File: src/rtl/multicycle_control_pkg.sv
// Shared types for the multicycle controller: states, opcodes,
// datapath select encodings and the per-state control bundle.
package multicycle_pkg;

  typedef enum logic [3:0] {
    S_FETCH    = 4'd0,
    S_DECODE   = 4'd1,
    S_MEMADDR  = 4'd2,
    S_MEMREAD  = 4'd3,
    S_MEMWB    = 4'd4,
    S_MEMWRITE = 4'd5,
    S_EXECUTE  = 4'd6,
    S_ALUWB    = 4'd7,
    S_BRANCH   = 4'd8,
    S_TRAP     = 4'd9
  } state_e;

  localparam logic [6:0] OP_LOAD   = 7'b0000011;
  localparam logic [6:0] OP_STORE  = 7'b0100011;
  localparam logic [6:0] OP_RTYPE  = 7'b0110011;
  localparam logic [6:0] OP_ITYPE  = 7'b0010011;
  localparam logic [6:0] OP_BRANCH = 7'b1100011;

  localparam logic [2:0] ALUOP_ADD    = 3'b000;
  localparam logic [2:0] ALUOP_SUB    = 3'b001;
  localparam logic [2:0] ALUOP_RFUNCT = 3'b010;
  localparam logic [2:0] ALUOP_IFUNCT = 3'b011;

  localparam logic [1:0] SRCA_PC    = 2'b00;
  localparam logic [1:0] SRCA_OLDPC = 2'b01;
  localparam logic [1:0] SRCA_A     = 2'b10;

  localparam logic [1:0] SRCB_B    = 2'b00;
  localparam logic [1:0] SRCB_FOUR = 2'b01;
  localparam logic [1:0] SRCB_IMM  = 2'b10;

  typedef struct packed {
    logic       pc_write;
    logic       oldpc_write;
    logic       ir_write;
    logic       iord;
    logic       mem_read;
    logic       mem_write;
    logic       reg_write;
    logic       memto_reg;
    logic [1:0] alu_src_a;
    logic [1:0] alu_src_b;
    logic [2:0] alu_op;
    logic       pc_source;
  } ctrl_t;

  // States that own the memory port and may stall on MemReady
  function automatic logic is_wait_state(input state_e s);
    return (s == S_FETCH) || (s == S_MEMREAD) || (s == S_MEMWRITE);
  endfunction

endpackage

File: src/rtl/multicycle_control_if.sv
// Controller <-> datapath/memory signal bundle.
interface multicycle_control_if;

  logic [6:0] Opcode;
  logic       Zero;
  logic       MemReady;

  logic        PCWrite;
  logic        OldPCWrite;
  logic        IRWrite;
  logic        IorD;
  logic        MemRead;
  logic        MemWrite;
  logic        RegWrite;
  logic        MemtoReg;
  logic [1:0]  ALUSrcA;
  logic [1:0]  ALUSrcB;
  logic [2:0]  ALUOp;
  logic        PCSource;
  logic        Illegal;
  logic        BusError;
  logic [31:0] InstRet;

  modport master (
    input  Opcode, Zero, MemReady,
    output PCWrite, OldPCWrite, IRWrite, IorD,
    output MemRead, MemWrite, RegWrite, MemtoReg,
    output ALUSrcA, ALUSrcB, ALUOp, PCSource,
    output Illegal, BusError, InstRet
  );

  modport slave (
    output Opcode, Zero, MemReady,
    input  PCWrite, OldPCWrite, IRWrite, IorD,
    input  MemRead, MemWrite, RegWrite, MemtoReg,
    input  ALUSrcA, ALUSrcB, ALUOp, PCSource,
    input  Illegal, BusError, InstRet
  );

endinterface

File: src/rtl/multicycle_control_mem_wait_timer.sv
// Counts stalled cycles of the current memory access and flags
// the cycle on which the access has waited MAX_WAIT cycles.
module mem_wait_timer #(
  parameter int unsigned MAX_WAIT = 15
) (
  input  logic clk_i,
  input  logic rst_ni,
  input  logic wait_i,
  input  logic ready_i,
  output logic timeout_o
);

  localparam int unsigned CW =
    (MAX_WAIT < 2) ? 1 : $clog2(MAX_WAIT);
  localparam logic [CW-1:0] LAST =
    (MAX_WAIT == 0) ? '0 : CW'(MAX_WAIT - 1);
  localparam logic EN = (MAX_WAIT != 0);

  logic [CW-1:0] cnt_q, cnt_d;

  // A completed access or leaving a memory state restarts the count
  always_comb begin
    cnt_d = '0;
    if (wait_i && !ready_i) begin
      cnt_d = cnt_q + CW'(1);
    end
  end

  always_ff @(posedge clk_i or negedge rst_ni) begin
    if (!rst_ni) begin
      cnt_q <= '0;
    end else begin
      cnt_q <= cnt_d;
    end
  end

  assign timeout_o = EN && wait_i && !ready_i && (cnt_q == LAST);

endmodule

File: src/rtl/multicycle_control.sv
// Multicycle RISC-V sequencer: shared memory port, wait/timeout
// handling, illegal-opcode trap and retired-instruction counter.
module multicycle_control
  import multicycle_pkg::*;
#(
  parameter int unsigned MAX_WAIT = 15
) (
  input  logic                 clk,
  input  logic                 reset,
  multicycle_control_if.master bus
);

  state_e      state_q, state_d;
  logic        illegal_q, illegal_d;
  logic        buserr_q, buserr_d;
  logic [31:0] instret_q, instret_d;
  logic        timeout;
  ctrl_t       ctl, ctl_g;

  mem_wait_timer #(
    .MAX_WAIT (MAX_WAIT)
  ) u_timer (
    .clk_i     (clk),
    .rst_ni    (reset),
    .wait_i    (is_wait_state(state_q)),
    .ready_i   (bus.MemReady),
    .timeout_o (timeout)
  );

  always_ff @(posedge clk or negedge reset) begin
    if (!reset) begin
      state_q   <= S_FETCH;
      illegal_q <= 1'b0;
      buserr_q  <= 1'b0;
      instret_q <= '0;
    end else begin
      state_q   <= state_d;
      illegal_q <= illegal_d;
      buserr_q  <= buserr_d;
      instret_q <= instret_d;
    end
  end

  always_comb begin
    state_d   = state_q;
    illegal_d = illegal_q;
    buserr_d  = buserr_q;
    instret_d = instret_q;
    unique case (state_q)
      S_FETCH: begin
        if (bus.MemReady) begin
          state_d = S_DECODE;
        end else if (timeout) begin
          state_d  = S_TRAP;
          buserr_d = 1'b1;
        end
      end
      S_DECODE: begin
        unique case (1'b1)
          (bus.Opcode == OP_LOAD),
          (bus.Opcode == OP_STORE):  state_d = S_MEMADDR;
          (bus.Opcode == OP_RTYPE),
          (bus.Opcode == OP_ITYPE):  state_d = S_EXECUTE;
          (bus.Opcode == OP_BRANCH): state_d = S_BRANCH;
          default: begin
            state_d   = S_TRAP;
            illegal_d = 1'b1;
          end
        endcase
      end
      S_MEMADDR: begin
        state_d = (bus.Opcode == OP_LOAD) ? S_MEMREAD : S_MEMWRITE;
      end
      S_MEMREAD: begin
        if (bus.MemReady) begin
          state_d = S_MEMWB;
        end else if (timeout) begin
          state_d  = S_TRAP;
          buserr_d = 1'b1;
        end
      end
      S_MEMWB: begin
        state_d   = S_FETCH;
        instret_d = instret_q + 32'd1;
      end
      S_MEMWRITE: begin
        if (bus.MemReady) begin
          state_d   = S_FETCH;
          instret_d = instret_q + 32'd1;
        end else if (timeout) begin
          state_d  = S_TRAP;
          buserr_d = 1'b1;
        end
      end
      S_EXECUTE: state_d = S_ALUWB;
      S_ALUWB, S_BRANCH: begin
        state_d   = S_FETCH;
        instret_d = instret_q + 32'd1;
      end
      S_TRAP: state_d = S_TRAP;
      default: state_d = S_TRAP;
    endcase
  end

  always_comb begin
    ctl = '0;
    unique case (state_q)
      S_FETCH: begin
        ctl.mem_read    = 1'b1;
        ctl.alu_src_a   = SRCA_PC;
        ctl.alu_src_b   = SRCB_FOUR;
        ctl.alu_op      = ALUOP_ADD;
        ctl.ir_write    = bus.MemReady;
        ctl.pc_write    = bus.MemReady;
        ctl.oldpc_write = bus.MemReady;
      end
      S_DECODE: begin
        ctl.alu_src_a = SRCA_OLDPC;
        ctl.alu_src_b = SRCB_IMM;
        ctl.alu_op    = ALUOP_ADD;
      end
      S_MEMADDR: begin
        ctl.alu_src_a = SRCA_A;
        ctl.alu_src_b = SRCB_IMM;
        ctl.alu_op    = ALUOP_ADD;
      end
      S_MEMREAD: begin
        ctl.mem_read = 1'b1;
        ctl.iord     = 1'b1;
      end
      S_MEMWB: begin
        ctl.reg_write = 1'b1;
        ctl.memto_reg = 1'b1;
      end
      S_MEMWRITE: begin
        ctl.mem_write = 1'b1;
        ctl.iord      = 1'b1;
      end
      S_EXECUTE: begin
        ctl.alu_src_a = SRCA_A;
        if (bus.Opcode == OP_RTYPE) begin
          ctl.alu_src_b = SRCB_B;
          ctl.alu_op    = ALUOP_RFUNCT;
        end else begin
          ctl.alu_src_b = SRCB_IMM;
          ctl.alu_op    = ALUOP_IFUNCT;
        end
      end
      S_ALUWB: begin
        ctl.reg_write = 1'b1;
      end
      S_BRANCH: begin
        ctl.alu_src_a = SRCA_A;
        ctl.alu_src_b = SRCB_B;
        ctl.alu_op    = ALUOP_SUB;
        ctl.pc_source = 1'b1;
        ctl.pc_write  = bus.Zero;
      end
      default: ctl = '0;
    endcase
  end

  // Reset masks the FETCH strobes too, not just the registered state
  assign ctl_g = reset ? ctl : '0;

  assign bus.PCWrite    = ctl_g.pc_write;
  assign bus.OldPCWrite = ctl_g.oldpc_write;
  assign bus.IRWrite    = ctl_g.ir_write;
  assign bus.IorD       = ctl_g.iord;
  assign bus.MemRead    = ctl_g.mem_read;
  assign bus.MemWrite   = ctl_g.mem_write;
  assign bus.RegWrite   = ctl_g.reg_write;
  assign bus.MemtoReg   = ctl_g.memto_reg;
  assign bus.ALUSrcA    = ctl_g.alu_src_a;
  assign bus.ALUSrcB    = ctl_g.alu_src_b;
  assign bus.ALUOp      = ctl_g.alu_op;
  assign bus.PCSource   = ctl_g.pc_source;
  assign bus.Illegal    = illegal_q;
  assign bus.BusError   = buserr_q;
  assign bus.InstRet    = instret_q;

endmodule

File: src/flat_wrapper.sv
// flat-port wrapper written by rule: the top's interface ports become plain ports
module multicycle_control_flat import multicycle_pkg::*;
#(
  parameter int unsigned MAX_WAIT = 15
)
  (clk, reset, bus_Opcode, bus_Zero, bus_MemReady, bus_PCWrite, bus_OldPCWrite, bus_IRWrite, bus_IorD, bus_MemRead, bus_MemWrite, bus_RegWrite, bus_MemtoReg, bus_ALUSrcA, bus_ALUSrcB, bus_ALUOp, bus_PCSource, bus_Illegal, bus_BusError, bus_InstRet);
  multicycle_control_if bus_i ();
  input  logic clk;
  input  logic reset;
  input wire logic [$bits(bus_i.Opcode)-1:0] bus_Opcode;
  input wire logic [$bits(bus_i.Zero)-1:0] bus_Zero;
  input wire logic [$bits(bus_i.MemReady)-1:0] bus_MemReady;
  output wire logic [$bits(bus_i.PCWrite)-1:0] bus_PCWrite;
  output wire logic [$bits(bus_i.OldPCWrite)-1:0] bus_OldPCWrite;
  output wire logic [$bits(bus_i.IRWrite)-1:0] bus_IRWrite;
  output wire logic [$bits(bus_i.IorD)-1:0] bus_IorD;
  output wire logic [$bits(bus_i.MemRead)-1:0] bus_MemRead;
  output wire logic [$bits(bus_i.MemWrite)-1:0] bus_MemWrite;
  output wire logic [$bits(bus_i.RegWrite)-1:0] bus_RegWrite;
  output wire logic [$bits(bus_i.MemtoReg)-1:0] bus_MemtoReg;
  output wire logic [$bits(bus_i.ALUSrcA)-1:0] bus_ALUSrcA;
  output wire logic [$bits(bus_i.ALUSrcB)-1:0] bus_ALUSrcB;
  output wire logic [$bits(bus_i.ALUOp)-1:0] bus_ALUOp;
  output wire logic [$bits(bus_i.PCSource)-1:0] bus_PCSource;
  output wire logic [$bits(bus_i.Illegal)-1:0] bus_Illegal;
  output wire logic [$bits(bus_i.BusError)-1:0] bus_BusError;
  output wire logic [$bits(bus_i.InstRet)-1:0] bus_InstRet;
  assign bus_i.Opcode = bus_Opcode;
  assign bus_i.Zero = bus_Zero;
  assign bus_i.MemReady = bus_MemReady;
  assign bus_PCWrite = bus_i.PCWrite;
  assign bus_OldPCWrite = bus_i.OldPCWrite;
  assign bus_IRWrite = bus_i.IRWrite;
  assign bus_IorD = bus_i.IorD;
  assign bus_MemRead = bus_i.MemRead;
  assign bus_MemWrite = bus_i.MemWrite;
  assign bus_RegWrite = bus_i.RegWrite;
  assign bus_MemtoReg = bus_i.MemtoReg;
  assign bus_ALUSrcA = bus_i.ALUSrcA;
  assign bus_ALUSrcB = bus_i.ALUSrcB;
  assign bus_ALUOp = bus_i.ALUOp;
  assign bus_PCSource = bus_i.PCSource;
  assign bus_Illegal = bus_i.Illegal;
  assign bus_BusError = bus_i.BusError;
  assign bus_InstRet = bus_i.InstRet;
  multicycle_control #(.MAX_WAIT(MAX_WAIT)) u_core (.clk(clk), .reset(reset), .bus(bus_i));
endmodule
File: config.mk
export PLATFORM = sky130hd
export DESIGN_NAME = multicycle_control_flat
export DESIGN_NICKNAME = d
export VERILOG_FILES = /design/src/rtl/multicycle_control_pkg.sv /design/src/rtl/multicycle_control_if.sv /design/src/rtl/multicycle_control_mem_wait_timer.sv /design/src/rtl/multicycle_control.sv /design/src/flat_wrapper.sv
export SDC_FILE = /design/constraint.sdc
export NUM_CORES = 1
export LEC_CHECK = 0
export ABC_CLOCK_PERIOD_IN_PS = 2100
export BUFFER_PORTS_ARGS = -buffer_cell sky130_fd_sc_hd__buf_2
export CAP_MARGIN = 15
export CORE_MARGIN = 5
export CORE_UTILIZATION = 35
export CTS_CLUSTER_SIZE = 14
export DETAILED_ROUTE_END_ITERATION = 10
export HOLD_SLACK_MARGIN = 0.05
export REMOVE_ABC_BUFFERS = 1
export SYNTH_ARGS = -nofsm -noshare
export SYNTH_HDL_FRONTEND = slang
export SYNTH_SLANG_ARGS = --single-unit
File: constraint.sdc
create_clock -name clk -period 2.1 [get_ports clk]
set_clock_uncertainty 0.05 [all_clocks]
set_input_delay 0.105 -clock clk [delete_from_list [all_inputs] [get_ports clk]]
set_output_delay 0.105 -clock clk [all_outputs]
set_load 0.01 [all_outputs]
==> flow_summary_export.csv <==
group,metric,value,unit
grt,antenna_found_initial,0,
layout,syn_to_final_growth,22.5,%
placement,gp_congestion,0.753,
floorplan,die_x,90.4,um
setup_path,path_max_fanout,4,
synthesis,synth_warnings,0,
power,power.density,843,nW/um^2
floorplan,ios,61,
layout,antenna_cells,0,
layout,fin_cells,379,
setup_path,critPathArrivalTime,2.04,ns
drt,drc,0,
synthesis,synth_enable_flop_cells,0,
synthesis,synth_top_area_share,46.5,%
grt,overflow,0,
power,p_clk_share,23.2,%
drt,drtIter0Drc,73,
placement,hpwlAfterDp,3810,um
setup_path,startpoint_type,"register",
synthesis,synth_flop_cell,"dfrtp_1",
synthesis,yosysSeqAreaShare,46.5,%
sta,maxSlewViolCount,0,
clocking,path_clk_slew,0.09,ns
clocking,cts_sinks,42,
floorplan,coreArea,6310,um^2
synthesis,synth_cell_types,38,
synthesis,ys_ff_latch,42,
setup_path,cp_common_cell,"and3_1",
sta,finalSetupViolations,0,
sta,grt_setup_unrepaired,"false",
power,switching_power,842,uW
layout,drive_gt1_share,28.1,%
power,p_sw_share,36.1,%
floorplan,std_cell_rows,29,
power,total_power,2340,uW
drt,wl_per_cell,13.3,um
clocking,cts_tree,"done",
outcome,status,"completed",
setup_path,crit_start,"u_core.bus.InstRet[0]$_DFFE_PN0P_",
sta,fin_crit_sh,88.9,%
hold_path,hold_start,"bus_Opcode[4]",
floorplan,die_area,8170,um^2
power,vdd_drop_max,0.000655,V
clocking,clockBufferDepth,2,
grt,grt_max_degree,24,
drt,ant_nets,0,
power,p_leak,0.00142,uW
drt,drt-total-wl,5050,um
synthesis,async_reset_ff_share,100,%
setup_path,crit_path_max_incr_delay,0.42,ns
grt,grt_pass1_wl,8810,um
synthesis,syn_avg_cell_area,9.58,um^2
power,p_seq_share,42.7,%
sta,period_needed,1.87,ns
sta,fmax,536,MHz
placement,dp.cells,370,
setup_path,worstPathCellList,"ha_1 -> nand3_1 -> nor4_1 -> buf_4 -> and3_1 -> and3_1 -> xor2_1",
drt,vias_per_cell,5.07,
setup_path,path_class,"register to register",
placement,portBuffers,59,
power,internal_power,1490,uW
sta,hold_ws,0.0747,ns
clocking,clockRootBuffer,"clkbuf_8",
grt,grt_pass1_vias,1824,
setup_path,crit_path_end_kind,"register",
setup_path,ff2ff_setup_slack,0.23,ns
setup_path,cp.buffers_inverters,1,
clocking,cts_made_buffers,5,
flow_run,maxCapViolCount,0,
layout,layout.nets,315,
floorplan,start_util,35.8,%
clocking,cts_setup_buffers,0,
sta,finalHoldViolCount,0,
synthesis,netlist_instances,236,
setup_path,cp_slowest_cell,"dfrtp_1",
hold_path,hold_path.class,"input pin to register",
synthesis,synthTopCellsByArea,"dfrtp_1 46%, xnor2_1 7.4%, xor2_1 6.6%, nor2_1 4.2%, nand3_1 3.8%",
floorplan,die_y,90.4,um
drt,detail_route.first_pass.iterations,4,
drt,via_count,1923,
power,power.share.combinational,34.0,%
setup_path,critPathRequiredTime,2.28,ns
setup_path,r2r-start,"u_core.bus.InstRet[0]$_DFFE_PN0P_",
synthesis,synth_area_leader_cell,"dfrtp_1",
setup_path,crit_family,"simple AND/OR/NAND/NOR gates",
layout,fillerInstances,630,
synthesis,syn_area,2260,um^2
grt,grt_usage,12.7,%
clocking,clock_latency,0.29,ns
clocking,htree_num_levels,2,
## stage by stage
step / util [%] / worst slack, ns / setup TNS (ns) / area, um^2
2_1_floorplan: - / -0.0956 / -0.868 / 2200
5_1_grt: 43.9 / 0.0574 / 0 / 2770
6_report: 43.9 / 0.234 / 0 / 2770
3_5_place_dp: 42.1 / 0.233 / 0 / 2660
4_1_cts: 43.8 / 0.108 / 0 / 2770
3_3_place_gp: 42.1 / 0.286 / 0 / 2660
## synth_stat cells, types with 2 or more instances
cell type / instances
a21oi_1: 6
nand4_1: 7
and2_1: 2
dfrtp_1: 42
ha_1: 3
nor4_1: 4
nand2_1: 21
and3_1: 10
xnor2_1: 19
o22ai_1: 5
o21ai_0: 5
nor3_1: 7
nor3_2: 3
nor2b_1: 2
nand3_1: 17
buf_4: 3
nor4b_1: 2
nand2b_1: 5
nor2_1: 25
nand4_2: 2
nor3b_1: 2
clkbuf_1: 7
inv_1: 6
xor2_1: 17
## cell families after synthesis
logic type	after synthesis	share of synthesized area, %
flops	42	46.5
other cells	1	0.166
fa+ha+maj	3	1.66
compound gates	24	7.42
mux	2	0.941
simple gates	111	25.7
buf+inv	17	3.65
xor+xnor	36	13.9
## repair_timing
action | in CTS | in global routing
resized for setup | 0 | 1
hold buffers | 1 | 0
endpoints found under the hold margin | 42 | 0
setup endpoints to repair | 0 | 1
## sequential cells by signal (all words and copies together) (netlist names)
register,flops
u_core.bus.BusError,1
u_core.bus.Illegal,1
u_core.bus.InstRet,32
u_core.state_q,4
u_core.u_timer.cnt_q,4
## worst register-to-register path: cells and delay by family, from the launching register on
family | cells | cell delay (ns)
XOR/XNOR | 1 | 0.14
adder cells (fa/ha/maj) | 1 | 0.21
buffers and inverters | 1 | 0.19
flip-flops | 1 | 0.42
AND/OR/NAND/NOR | 4 | 0.80
## final cells by class
type	instances	area, um^2	area share, %
clock buffer	6	82.6	2.98
clock inverter	2	12.5	0.452
inverter	6	22.5	0.813
multi-input combinational	177	1130	40.9
sequential	42	1050	37.9
tap	77	96.3	3.48
timing repair buffer	69	373	13.5
## metal layers
layer | part of all wire [%] | vias to the layer above | GRT usage (%)
li1 | - | 941 | -
met1 | 50 | 912 | 18.1
met2 | 42 | 68 | 18.5
met3 | 7.1 | 2 | 4.17
met4 | 0.42 | 0 | 2.85
met5 | 0 | - | 0
## layout by cell type (no fill, tap or decap), types with 7 or more instances in the layout
| cell | count |
|---|---|
| buf_4 | 9 |
| nand4_1 | 7 |
| nand2_1 | 21 |
| nor2_1 | 25 |
| and3_1 | 10 |
| nand3_1 | 17 |
| xnor2_1 | 19 |
| buf_2 | 59 |
| xor2_1 | 17 |
| dfrtp_1 | 42 |
## power groups by stage
stage	clock (uW)	combinational, uW	sequential [uW]
global route	605	891	1020
CTS	566	798	1000
global placement	0	788	1010
finish	543	795	998
floorplan	0	399	1090
detailed placement	0	789	1020
## path summary, 6_finish.rpt
check	endpoint	cells after the start
max reg2reg	u_core.bus.InstRet[24]$_DFFE_PN0P_	7
max	u_core.bus.InstRet[24]$_DFFE_PN0P_	7
max in group asynchronous	u_core.bus.InstRet[11]$_DFFE_PN0P_	3
min reg2reg	u_core.bus.BusError$_DFFE_PN0P_	1
min	u_core.state_q[2]$_DFF_PN0_	3
min in group asynchronous	u_core.bus.InstRet[0]$_DFFE_PN0P_	3
No activity file was read; power rests on OpenSTA's default activity.
